[src/rtl/cache_stats_dump_sequencer.sv]
// Cache statistics dump sequencer.
// Freezes the L2 performance counters, walks a word-index window of the
// selected data record, captures each returned word and streams it out on a
// valid/ready port. Counting is restored once the dump ends.
// Optional feature macro: STATS_DUMP_CHECKSUM_EN appends one XOR checksum
// word after the data words and moves data_last_o onto it.
module cache_stats_dump_sequencer #(
  parameter int unsigned READ_LATENCY = 2,
  parameter bit          FREEZE_EN    = 1'b1
) (
  input  logic        clock_i,
  input  logic        reset_i,
  input  logic        count_enable_i,
  input  logic        start_i,
  input  logic        abort_i,
  input  logic [1:0]  record_sel_i,
  input  logic [5:0]  base_index_i,
  input  logic [6:0]  count_i,
  output logic [31:0] comm_o,
  output logic [1:0]  select_data_record_o,
  input  logic [31:0] comm_i,
  output logic [31:0] data_o,
  output logic        data_valid_o,
  input  logic        data_ready_i,
  output logic        data_last_o,
  output logic        busy_o,
  output logic        done_o
);

  typedef enum logic [2:0] {
    ST_IDLE,
    ST_SETUP,
    ST_WAIT,
    ST_OUTPUT,
    ST_DONE
`ifdef STATS_DUMP_CHECKSUM_EN
    , ST_CSUM
`endif
  } state_t;

`ifdef STATS_DUMP_CHECKSUM_EN
  localparam state_t TAIL_STATE = ST_CSUM;
`else
  localparam state_t TAIL_STATE = ST_DONE;
`endif

  localparam logic [2:0] LATENCY_LOAD = 3'(READ_LATENCY);

  state_t state, state_next;

  logic [5:0]  idx_q, idx_n;
  logic [6:0]  rem_q, rem_n;
  logic [2:0]  wait_q, wait_n;
  logic [1:0]  sel_n;
  logic [31:0] data_n;
  logic        valid_n, last_n, busy_n, done_n;
  logic [31:0] comm_n;
`ifdef STATS_DUMP_CHECKSUM_EN
  logic [31:0] csum_q, csum_n;
`endif

  logic abort_hit, start_hit, final_word;

  // The index register lives in comm_o itself; no separate copy is kept.
  assign idx_q      = comm_o[5:0];
  assign abort_hit  = abort_i && (state != ST_IDLE);
  assign start_hit  = start_i && !abort_i && (state == ST_IDLE);
  assign final_word = (rem_q == 7'd1);

  // State register.
  always_ff @(posedge clock_i) begin
    if (reset_i) state <= ST_IDLE;
    else         state <= state_next;
  end

  // Next-state decode; abort overrides every other transition.
  always_comb begin
    state_next = state;
    case (state)
      ST_IDLE:   if (start_hit) state_next = (count_i == '0) ? TAIL_STATE : ST_SETUP;
      ST_SETUP:  state_next = ST_WAIT;
      ST_WAIT:   if (wait_q == '0) state_next = ST_OUTPUT;
      ST_OUTPUT: if (data_ready_i) state_next = final_word ? TAIL_STATE : ST_WAIT;
`ifdef STATS_DUMP_CHECKSUM_EN
      ST_CSUM:   if (data_ready_i) state_next = ST_DONE;
`endif
      ST_DONE:   state_next = ST_IDLE;
      default:   state_next = ST_IDLE;
    endcase
    if (abort_hit) state_next = ST_IDLE;
  end

  // Next values of the datapath and of every registered output.
  always_comb begin
    sel_n   = select_data_record_o;
    idx_n   = idx_q;
    rem_n   = rem_q;
    wait_n  = wait_q;
    data_n  = data_o;
    valid_n = data_valid_o;
    last_n  = data_last_o;
`ifdef STATS_DUMP_CHECKSUM_EN
    csum_n  = csum_q;
`endif
    case (state)
      ST_IDLE: begin
        if (start_hit) begin
          sel_n = record_sel_i;
          idx_n = base_index_i;
          rem_n = count_i;
`ifdef STATS_DUMP_CHECKSUM_EN
          csum_n = '0;
          if (count_i == '0) begin
            data_n  = '0;
            valid_n = 1'b1;
            last_n  = 1'b1;
          end
`endif
        end
      end
      ST_SETUP: wait_n = LATENCY_LOAD;
      ST_WAIT: begin
        if (wait_q == '0) begin
          data_n  = comm_i;
          valid_n = 1'b1;
`ifdef STATS_DUMP_CHECKSUM_EN
          last_n  = 1'b0;
          csum_n  = csum_q ^ comm_i;
`else
          last_n  = final_word;
`endif
        end else begin
          wait_n = wait_q - 3'd1;
        end
      end
      ST_OUTPUT: begin
        if (data_ready_i) begin
          valid_n = 1'b0;
          last_n  = 1'b0;
          rem_n   = rem_q - 7'd1;
          if (!final_word) begin
            idx_n  = idx_q + 6'd1;
            wait_n = LATENCY_LOAD;
          end
`ifdef STATS_DUMP_CHECKSUM_EN
          else begin
            data_n  = csum_q;
            valid_n = 1'b1;
            last_n  = 1'b1;
          end
`endif
        end
      end
`ifdef STATS_DUMP_CHECKSUM_EN
      ST_CSUM: begin
        if (data_ready_i) begin
          valid_n = 1'b0;
          last_n  = 1'b0;
        end
      end
`endif
      default: ;
    endcase
    if (abort_hit) begin
      valid_n = 1'b0;
      last_n  = 1'b0;
    end
    // Select and index fall back to their idle value whenever the dump ends.
    if (state_next == ST_IDLE || state_next == ST_DONE) begin
      sel_n = '0;
      idx_n = '0;
    end
    busy_n     = (state_next != ST_IDLE);
    done_n     = (state_next == ST_DONE);
    comm_n     = '0;
    comm_n[24] = count_enable_i & ~(FREEZE_EN & busy_n);
    comm_n[5:0] = idx_n;
  end

  // Output and datapath registers, all loaded from the next-value decode.
  always_ff @(posedge clock_i) begin
    if (reset_i) begin
      comm_o               <= '0;
      select_data_record_o <= '0;
      data_o               <= '0;
      data_valid_o         <= 1'b0;
      data_last_o          <= 1'b0;
      busy_o               <= 1'b0;
      done_o               <= 1'b0;
      rem_q                <= '0;
      wait_q               <= '0;
`ifdef STATS_DUMP_CHECKSUM_EN
      csum_q               <= '0;
`endif
    end else begin
      comm_o               <= comm_n;
      select_data_record_o <= sel_n;
      data_o               <= data_n;
      data_valid_o         <= valid_n;
      data_last_o          <= last_n;
      busy_o               <= busy_n;
      done_o               <= done_n;
      rem_q                <= rem_n;
      wait_q               <= wait_n;
`ifdef STATS_DUMP_CHECKSUM_EN
      csum_q               <= csum_n;
`endif
    end
  end

endmodule
[config.mk]
export PLATFORM = sky130hd
export DESIGN_NAME = cache_stats_dump_sequencer
export DESIGN_NICKNAME = d
export VERILOG_FILES = /design/src/rtl/cache_stats_dump_sequencer.sv
export SDC_FILE = /design/constraint.sdc
export NUM_CORES = 1
export LEC_CHECK = 0
export ABC_AREA = 1
export BUFFER_PORTS_ARGS = -buffer_cell sky130_fd_sc_hd__buf_2
export CAP_MARGIN = 0
export CORE_MARGIN = 3
export CORE_UTILIZATION = 47
export DETAILED_ROUTE_END_ITERATION = 10
export PLACE_DENSITY = 0.83
export SLEW_MARGIN = 25
export SYNTH_ARGS = -nofsm -noshare
export SYNTH_HDL_FRONTEND = slang
export SYNTH_SLANG_ARGS = --single-unit
export TNS_END_PERCENT = 100
[constraint.sdc]
create_clock -name clock_i -period 1.75 [get_ports clock_i]
set_clock_uncertainty 0.05 [all_clocks]
set_input_delay 0.175 -clock clock_i [delete_from_list [all_inputs] [get_ports clock_i]]
set_output_delay 0.175 -clock clock_i [all_outputs]
set_load 0.02 [all_outputs]
## Word level (Yosys, flattened, before mapping)

Cells that the tools add are included.
Widths: inputs -> output; s select.

| cells by class | value |
|---|---|
| muxes and demuxes | 23 |
| reductions and logical operators | 22 |
| equal/unequal tests | 10 |
| bitwise operators | 2 |
| add/subtract/negate cells | 3 |

Operators by type and width:

| operator | number |
|---|---|
| $mux 3 | 9 |
| $mux 6 | 3 |
| $mux 7 | 2 |
| $pmux 7 s2 | 1 |
| $pmux 3 s4 | 1 |
| $pmux 6 s2 | 1 |
| $ne 2x2->1 const B | 5 |
| $logic_not 3->1 | 3 |
| $pmux 3 s3 | 1 |
| $reduce_bool 3->1 | 3 |
| $reduce_and 4->1 | 2 |
| $eq 7x1->1 const B | 1 |
| $logic_not 7->1 | 1 |
| $sub 7x1->7 const B | 1 |
| $add 6x1->6 const B | 1 |
| $eq 3x2->1 const B | 2 |
| $reduce_and 3->1 | 2 |
| $pmux 1 s2 | 2 |
| $reduce_and 2->1 | 2 |
| $reduce_bool 2->1 | 2 |
| $reduce_or 2->1 | 2 |
| $eq 3x1->1 const B | 1 |
| $eq 3x3->1 const B | 1 |
| $logic_and 1x1->1 | 3 |
| other kinds (6) | 8 |

| word-level totals | value |
|---|---|
| bits of input ports | 53 |
| register bits after elaboration | 83 |
| logic and storage cells | 72 |

## Logic depth before layout (Yosys ltp)

Gate-level depths: netlist (run 1).

| depth | value |
|---|---|
| word-level depth | 9 |
| mapped depth | 11 |

## Worst setup path before layout (run 1)

OpenSTA, ideal clock, no wires.

| timing path | value |
|---|---|
| path type | flip-flop to flip-flop |
| start | register rem_q[1] |
| end | register busy_o |
| cell stages (with the launch flop) | 10 |
| period minus slack after synthesis | 1.406 ns |
| setup time | 0.136 ns |
| arrival time | 1.220 ns |
| setup slack | 0.344 ns |
| cell sequence | dfxtp_1 inv_1 ha_1 inv_1 nor2_1 nand3_1 nand3_1 nand3_1 nand3_1 nand3_1 |

| on the way | value |
|---|---|
| cells in the longest elaborated chain, start to end | 6 |

RTL lines:

| what | RTL line | text |
|---|---|---|
| from (decl) | 52 | `logic [6:0] rem_q, rem_n;` |
| from (signal assigned) | 203 | `rem_q <= rem_n;` |
| $eq 7x1->1 | 68 | `assign final_word = (rem_q == 7'd1);` |
| $mux 3 (2 in a row) | 83 | `ST_OUTPUT: if (data_ready_i) state_next = final_word ? TAIL_STATE : ST_WAIT;` |
| $pmux 3 s4 | 79 | `case (state)` |
| $mux 3 | 90 | `if (abort_hit) state_next = ST_IDLE;` |
| $reduce_bool 3->1 | 173 | `busy_n = (state_next != ST_IDLE);` |
| to (signal assigned) | 201 | `busy_o <= busy_n;` |
| to (decl) | 26 | `output logic busy_o,` |

No other way between the ends.
A chain may end at the register's enable or synchronous reset.

## Final worst setup path (run 1)

| timing path | value |
|---|---|
| start | register state[1] |
| end | register select_data_record_o[1] |

| on the way | value |
|---|---|
| cells in the longest elaborated chain, start to end | 8 |

RTL lines:

| what | RTL line | text |
|---|---|---|
| from (decl) | 49 | `state_t state, state_next;` |
| from (signal assigned) | 73 | `else state <= state_next;` |
| $logic_not 3->1 | 67, 79, 105 |  |
| $logic_and 1x1->1 | 67 | `assign start_hit = start_i && !abort_i && (state == ST_IDLE);` |
| $mux 3 | 80 | `ST_IDLE: if (start_hit) state_next = (count_i == '0) ? TAIL_STATE : ST_SETUP;` |
| $pmux 3 s4 | 79 |  |
| $mux 3 | 90 |  |
| $eq 3x3->1 / $logic_not 3->1 (equally long branches) | 169 | `if (state_next == ST_IDLE \|\| state_next == ST_DONE) begin` |
| $logic_or 1x1->1 | 169 |  |
| $reduce_or 2->1 (no source line) | - |  |
| to (signal assigned) | 197 | `select_data_record_o <= sel_n;` |
| to (decl) | 20 | `output logic [1:0] select_data_record_o,` |

Several ways; a longest one is shown, not always the timed one.

==> results of run 1 <==
==> state kept, by name (all words and copies together), names as in the netlist, 2 cells and up <==
register and count:
wait_q 3, select_data_record_o 2, rem_q 7, comm_o 7, data_o 32, state 3
==> per-stage QoR <==
step / instance area [um^2] / util, %
after floorplan: 2890 / -
after global placement: 3280 / 58.2
after detailed placement: 3280 / 58.2
after CTS: 3480 / 61.7
after global routing: 3500 / 62.1
final: 3500 / 62.1
==> final timing paths <==
kind | endpoint | slack (ns) | cells after the start
setup reg to reg | select_data_record_o[1] | 0.17 | 7
hold reg to reg | data_valid_o | 0.41 | 2
setup / recovery | select_data_record_o[1] | 0.17 | 7
hold / removal | data_o[6] | 0.02 | 3
==> worst min-delay path: cells and delay by family <==
family	cells	cell delay [ns]
AND/OR/NAND/NOR	2	0.11
buffers and inverters	1	0.07
==> synth_stat cells, types with 2 or more instances <==
| master | number |
|---|---|
| sky130_fd_sc_hd__buf_4 | 25 |
| sky130_fd_sc_hd__a21oi_1 | 18 |
| sky130_fd_sc_hd__nand3_1 | 19 |
| sky130_fd_sc_hd__o21ai_0 | 48 |
| sky130_fd_sc_hd__ha_1 | 5 |
| sky130_fd_sc_hd__clkbuf_1 | 10 |
| sky130_fd_sc_hd__nor3_1 | 2 |
| sky130_fd_sc_hd__or2_2 | 3 |
| sky130_fd_sc_hd__inv_1 | 29 |
| sky130_fd_sc_hd__inv_2 | 2 |
| sky130_fd_sc_hd__nand4_1 | 2 |
| sky130_fd_sc_hd__dfxtp_1 | 58 |
| sky130_fd_sc_hd__o21ai_1 | 4 |
| sky130_fd_sc_hd__nor2_1 | 91 |
| sky130_fd_sc_hd__nand2_2 | 2 |
| sky130_fd_sc_hd__buf_2 | 2 |
| sky130_fd_sc_hd__nand2_1 | 70 |
| sky130_fd_sc_hd__nand3b_1 | 2 |
| sky130_fd_sc_hd__a21boi_1 | 2 |
| sky130_fd_sc_hd__nor2_2 | 5 |
==> cell families (layout without fill, tap and decap cells) <==
family          Yosys count  after routing  share of synthesized area [%]
simple gates            198            198                           29.3
compound gates           75             75                           13.8
buf+inv                  69            151                           12.7
flops                    58             58                           41.5
fa+ha+maj                 5              5                           2.24
other cells               1             25                          0.134
xor+xnor                  1              1                          0.313
==> metal layers <==
metal | wire (um) | vias to the layer above | GRT usage (%) | share of wire (%)
met5 | 0 | - | 0 | 0
met4 | 127 | 0 | 10.1 | 1.9
met3 | 581 | 12 | 5.95 | 8.6
met2 | 3100 | 117 | 31.9 | 46
met1 | 2980 | 1254 | 25.0 | 44
li1 | - | 1453 | - | -
==> what timing repair did <==
action                     in CTS  in global routing
setup endpoints to repair       0                 10
hold endpoints to repair        3                  0
hold buffers                    1                  0
resized for setup               0                  4
==> area by class of cell <==
class                   count  area share, %
multi-input cells         304           39.8
flip-flops and latches     58           33.1
repair buffers            105           15.6
clock buffers              11           4.32
inverters                  32           3.43
well taps                  72           2.57
clock inverters             3           1.14
==> cell usage in the layout (no fill, tap or decap) <==
cell,n
sky130_fd_sc_hd__conb_1,25
sky130_fd_sc_hd__o211ai_1,1
sky130_fd_sc_hd__nand2_1,70
sky130_fd_sc_hd__inv_1,29
sky130_fd_sc_hd__nand4_1,2
sky130_fd_sc_hd__or2_2,3
sky130_fd_sc_hd__clkinv_1,1
sky130_fd_sc_hd__dlygate4sd3_1,1
sky130_fd_sc_hd__nand3_1,18
sky130_fd_sc_hd__nor2_4,2
sky130_fd_sc_hd__nor2_2,5
sky130_fd_sc_hd__nand3_4,1
sky130_fd_sc_hd__nand3_2,1
sky130_fd_sc_hd__nor3_1,2
sky130_fd_sc_hd__buf_2,97
sky130_fd_sc_hd__a21oi_1,18
sky130_fd_sc_hd__buf_4,7
sky130_fd_sc_hd__ha_1,5
sky130_fd_sc_hd__nand2_2,2
sky130_fd_sc_hd__nor2_1,90
sky130_fd_sc_hd__clkinv_2,2
sky130_fd_sc_hd__o21ai_1,4
sky130_fd_sc_hd__inv_2,2
sky130_fd_sc_hd__dfxtp_1,58
sky130_fd_sc_hd__xor2_1,1
sky130_fd_sc_hd__clkbuf_8,11
sky130_fd_sc_hd__nand3b_1,2
sky130_fd_sc_hd__bufinv_16,1
sky130_fd_sc_hd__o21ai_0,48
sky130_fd_sc_hd__a211oi_1,1
sky130_fd_sc_hd__a21boi_1,2
sky130_fd_sc_hd__a31oi_1,1
==> power by group through the flow <==
stage	Clock [mW]	Combinational, mW	Sequential [mW]
2_1_floorplan	0	0.472	1.69
3_3_place_gp	0	0.809	1.55
3_5_place_dp	0	0.830	1.56
4_1_cts	1.24	0.834	1.53
5_1_grt	1.31	0.942	1.56
6_report	1.20	0.842	1.54
==> impl_metrics.env, run 1 <==
export IMPL_grt_pass1_wl_mm=11.6
export IMPL_synth_top_flop_cell="sky130_fd_sc_hd__dfxtp_1"
export IMPL_setup_tns_ns=0
export IMPL_cp_slowest_cell="sky130_fd_sc_hd__dfxtp_1"
export IMPL_worst_path_dominant_cell_family="simple AND/OR/NAND/NOR gates"
export IMPL_grt_overflow_total=0
export IMPL_timing_critical_path_to_type="flop"
export IMPL_clock_tree_from_tritoncts="done"
export IMPL_drive_above_1_share_pct=26.1
export IMPL_fin_cells=585
export IMPL_sw_frac_of_total_pct=31.7
export IMPL_place_port_buffers=97
export IMPL_final_nets=568
export IMPL_netlist_top_cells_area="sky130_fd_sc_hd__dfxtp_1 (41%), sky130_fd_sc_hd__nor2_1 (12%), sky130_fd_sc_hd__nand2_1 (9.4%)"
export IMPL_timing_final_crit_period_ns=1.58
export IMPL_synth_area_leader_cell="sky130_fd_sc_hd__dfxtp_1"
export IMPL_die_width_um=83.2
export IMPL_postCtsSetupBuffers=0
export IMPL_part_of_the_total_power_dissipated_in_sequential_elements_pct=42.9
export IMPL_setup_viol=0
export IMPL_crit_path_buffers_inverters=0
export IMPL_synth_warnings=0
export IMPL_cts_inserted_buffers=9
export IMPL_synth_ff_latch_count=58
export IMPL_hold_path_class="in -> reg"
export IMPL_worstPathMaxFanout=10
export IMPL_r2r_start="state[1]"
export IMPL_postRouteWirelength_mm=6.79
export IMPL_hold_path_startpoint="comm_i[6]"
export IMPL_critical_path_cell_chain="nor2_2 -> nand2_1 -> nor2_4 -> o21ai_1 -> nand2_1 -> nand3_2 -> a21boi_1"
export IMPL_post_synth_instance_area_um2=2800
export IMPL_timing_hold_violations_final=0
export IMPL_fp_dieArea_um2=6920
export IMPL_worstMarginPinSlew_ns=0.548
export IMPL_power_share_clock_pct=33.6
export IMPL_cts_root_buf="sky130_fd_sc_hd__clkbuf_8"
export IMPL_drt_first_pass_iters=5
export IMPL_gp_routability_congestion=0.887
export IMPL_dr_total_vias=2836
export IMPL_viasPerCell=4.85
export IMPL_synth_enable_flop_cells=0
export IMPL_grt_max_degree=36
export IMPL_global_routing_usage_summed_across_all_routing_layers_pct=20.2
export IMPL_slew_limit_headroom_pct=63.4
export IMPL_place_worst_setup_slack_ns=0.0855
export IMPL_route_detailed_wl_per_inst_um=11.6
export IMPL_max_h_tree_level=3
export IMPL_drc=0
export IMPL_timing_final_max_slew_violations=0
export IMPL_power_per_cell_area_nw_per_um2=1020
export IMPL_postSynth_asyncResetShare_pct=0
export IMPL_multi_input_area_um2=1390
export IMPL_start_util_pct=49.6
export IMPL_power_total_mw=3.58
export IMPL_clock_tree_buffer_depth=2
export IMPL_achievable_frequency_mhz=634
export IMPL_fp_row_count=27
export IMPL_combPwrFrac_pct=23.5
export IMPL_cellInternalPower_mw=2.45
export IMPL_drv_max_cap_violation_count=0
export IMPL_critPathKind="reg -> reg"
export IMPL_net_switching_power_mw=1.13
export IMPL_hpwl_mm=4.96
export IMPL_layout_area_seq_um2=1160
export IMPL_outcome="finished clean"
export IMPL_clk_insertion_delay_late_ns=0.32
export IMPL_syn_avg_cell_area_um2=6.88
export IMPL_power_leakage_nw=1.87
export IMPL_ioPinCount=123
export IMPL_grt_pass1_vias=2662
export IMPL_required_ns=1.95
export IMPL_synth_top_area_share_pct=41.5
export IMPL_placed_cells_incl_taps=570
export IMPL_setup_worst_path_start_class="flop"
export IMPL_fp_coreArea_um2=5640
export IMPL_chipHeight_um=83.2
export IMPL_diodes=0
export IMPL_timing_final_crit_share_pct=90.2
export IMPL_max_stage_delay_ns=0.34
export IMPL_crit_path_start="state[1]"
export IMPL_yosysSeqAreaShare_pct=41.5
export IMPL_synthToLayoutAreaGrowth_pct=25.2
export IMPL_final_fill_count=512
export IMPL_finalHoldWorstSlack_ns=0.0230
export IMPL_cp_common_cell="sky130_fd_sc_hd__nand2_1"
export IMPL_antenna_violating_nets_post_route=0
export IMPL_clock_sinks=58
export IMPL_setup_slack_ns=0.172
export IMPL_netlist_cell_type_count=28
export IMPL_peakVddDrop_mv=0.762
export IMPL_grt_setup_unrepaired="false"
export IMPL_clkSlewWorstSetupHoldPaths_ns=0.06
export IMPL_worstPathArrival_ns=1.78
export IMPL_syn_instance_count=407
export IMPL_detailedRoute_firstIterationViolations=170
export IMPL_grt_antenna_before_repair=0
Power figures use the tool's default switching activity.
==> inputs of run 2 (changes only) <==
--- a/config.mk
+++ b/config.mk
@@ -12,6 +12,7 @@
 export CORE_UTILIZATION = 47
 export DETAILED_ROUTE_END_ITERATION = 10
 export PLACE_DENSITY = 0.83
+export SKIP_LAST_GASP = 1
 export SLEW_MARGIN = 25
 export SYNTH_ARGS = -nofsm -noshare
 export SYNTH_HDL_FRONTEND = slang
==> constraint.sdc (replaced) <==
create_clock -name clock_i -period 1.8 [get_ports clock_i]
set_clock_uncertainty 0.05 [all_clocks]
set_input_delay 0.18 -clock clock_i [delete_from_list [all_inputs] [get_ports clock_i]]
set_output_delay 0.18 -clock clock_i [all_outputs]
set_load 0.005 [all_outputs]
==> run 2 against run 1 <==
Net effect: total power is 6.9% lower; critical endpoint is now comm_o[5]; combinational power shrank 22%; clock power barely moved; non-clock buffer count stayed put.
==> impl_metrics.env, run 2 (synthesis results as in run 1) <==
export IMPL_outcome="finished clean"
export IMPL_final_common_cell="sky130_fd_sc_hd__buf_2"
export IMPL_cts_root_buf="sky130_fd_sc_hd__clkbuf_8"
export IMPL_hpwl_mm=5.08
export IMPL_whs_endpoint="data_o[30]"
export IMPL_largest_register_ffs=32
export IMPL_ioPinCount=123
export IMPL_place_port_buffers=97
export IMPL_timing_final_max_slew_violations=0
export IMPL_grt_pass1_wl_mm=11.5
export IMPL_start_util_pct=49.6
export IMPL_timing_critical_path_to_type="flop"
export IMPL_layout_common_cells="sky130_fd_sc_hd__buf_2 (97), sky130_fd_sc_hd__nor2_1 (91), sky130_fd_sc_hd__nand2_1 (70)"
export IMPL_worstPathArrival_ns=1.79
export IMPL_critPathKind="reg -> reg"
export IMPL_die_width_um=83.2
export IMPL_fp_dieArea_um2=6920
export IMPL_slew_limit_headroom_pct=60.6
export IMPL_grt_antenna_before_repair=0
export IMPL_r2r_start="state[1]"
export IMPL_achievable_frequency_mhz=632
export IMPL_worstMarginPinSlew_ns=0.591
export IMPL_final_nets=568
export IMPL_hold_path_class="in -> reg"
export IMPL_power_total_mw=3.34
export IMPL_viasPerCell=4.84
export IMPL_fp_row_count=27
export IMPL_timing_final_crit_share_pct=87.9
export IMPL_drc=0
export IMPL_drv_max_cap_violation_count=0
export IMPL_setup_viol=0
export IMPL_postRouteWirelength_mm=6.83
export IMPL_grt_pass1_vias=2716
export IMPL_synthToLayoutAreaGrowth_pct=24.8
export IMPL_fp_coreArea_um2=5640
export IMPL_drt_first_pass_iters=4
export IMPL_placed_cells_incl_taps=570
export IMPL_clock_tree_from_tritoncts="done"
export IMPL_setup_worst_path_start_class="flop"
export IMPL_dr_total_vias=2843
export IMPL_power_leakage_nw=1.87
export IMPL_required_ns=2.00
export IMPL_regToRegEndpoint="comm_o[5]"
export IMPL_drive_above_1_share_pct=26.0
export IMPL_cts_inserted_buffers=9
export IMPL_setup_tns_ns=0
export IMPL_max_h_tree_level=3
export IMPL_worstPathMaxFanout=10
export IMPL_clkSlewWorstSetupHoldPaths_ns=0.07
export IMPL_global_routing_usage_summed_across_all_routing_layers_pct=19.8
export IMPL_diodes=0
export IMPL_timing_hold_violations_final=0
export IMPL_max_stage_delay_ns=0.34
export IMPL_post_route_util_pct=61.9
export IMPL_detailedRoute_firstIterationViolations=113
export IMPL_layout_top_registers="data_o x32, comm_o x7, rem_q x7"
export IMPL_largest_register="data_o"
export IMPL_clock_sinks=58
export IMPL_route_detailed_wl_per_inst_um=11.6
export IMPL_grt_setup_unrepaired="false"
export IMPL_timing_final_crit_period_ns=1.58
export IMPL_ff2ff_path_depth=7
export IMPL_hold_path_depth=3
export IMPL_peakVddDrop_mv=0.773
export IMPL_antenna_violating_nets_post_route=0
export IMPL_crit_path_buffers_inverters=0
export IMPL_regToRegSetupSlack_ns=0.22
export IMPL_critical_path_cell_chain="nor2_2 -> nand2_1 -> nor2_2 -> o21ai_1 -> nand2_1 -> nand3_2 -> a21oi_1"
export IMPL_clk_insertion_delay_late_ns=0.33
export IMPL_power_per_cell_area_nw_per_um2=955
export IMPL_cp_slowest_cell="sky130_fd_sc_hd__dfxtp_1"
export IMPL_fin_cells=587
export IMPL_gp_routability_congestion=0.858
export IMPL_grt_overflow_total=0
export IMPL_hold_path_startpoint="comm_i[30]"
export IMPL_grt_max_degree=36
export IMPL_clock_tree_buffer_depth=2
export IMPL_worst_path_dominant_cell_family="simple AND/OR/NAND/NOR gates"
export IMPL_chipHeight_um=83.2
-- run 2: worst max-delay path by stage --
stage / startpoint / endpoint / slack (ns) / cells after the start
after floorplan: rem_q[1] / busy_o / 0.39 / 9
after global placement: rem_q[1] / busy_o / 0.25 / 9
after detailed placement: rem_q[1] / comm_o[5] / 0.15 / 9
after CTS: rem_q[1] / comm_o[5] / 0.14 / 9
after global routing: rem_q[2] / comm_o[2] / 0.03 / 9
final: state[1] / comm_o[5] / 0.22 / 7
-- run 2: final cells by class --
class | count | area [um^2]
multi-input combinational | 304 | 1380
clock inverter | 5 | 53.8
tap | 72 | 90.1
fill | 522 | 2150
inverter | 32 | 120
sequential | 58 | 1160
timing repair buffer | 105 | 548
clock buffer | 11 | 141
-- run 2: what timing repair did --
action | 4_1_cts | 5_1_grt
hold buffers | 1 | 0
gates resized for setup | 0 | 1
setup endpoints to repair | 0 | 9
setup buffers | 0 | 0
hold endpoints to repair | 1 | 0
-- run 2: where the power goes --
part	leakage, nW	switching [mW]	internal [mW]
Sequential	0.472	0.0722	1.42
Clock	0.103	0.513	0.673
Combinational	1.29	0.398	0.261
Total	1.87	0.983	2.35
-- run 2: metal layers --
| layer | vias up | global-route usage [%] | share of wire, % |
|---|---|---|---|
| li1 | 1450 | - | - |
| met1 | 1272 | 23.5 | 43 |
| met2 | 113 | 34.5 | 47 |
| met3 | 8 | 4.96 | 8.2 |
| met4 | 0 | 6.69 | 1.0 |
| met5 | - | 0 | 0 |
-- run 2: metrics by stage --
stage	hold slack (ns)	worst slack, ns	cell area [um^2]
after floorplan	0.199	0.394	2890
after global placement	0.344	0.246	3280
after detailed placement	0.343	0.149	3280
after CTS	0.0138	0.138	3490
after global routing	0.0321	0.0261	3490
final	0.0235	0.217	3490
-- run 2: worst min-delay path, cell delays in order --
cell	delay, ns
sky130_fd_sc_hd__buf_2	0.07
sky130_fd_sc_hd__nor2_1	0.03
sky130_fd_sc_hd__nor2_1	0.08
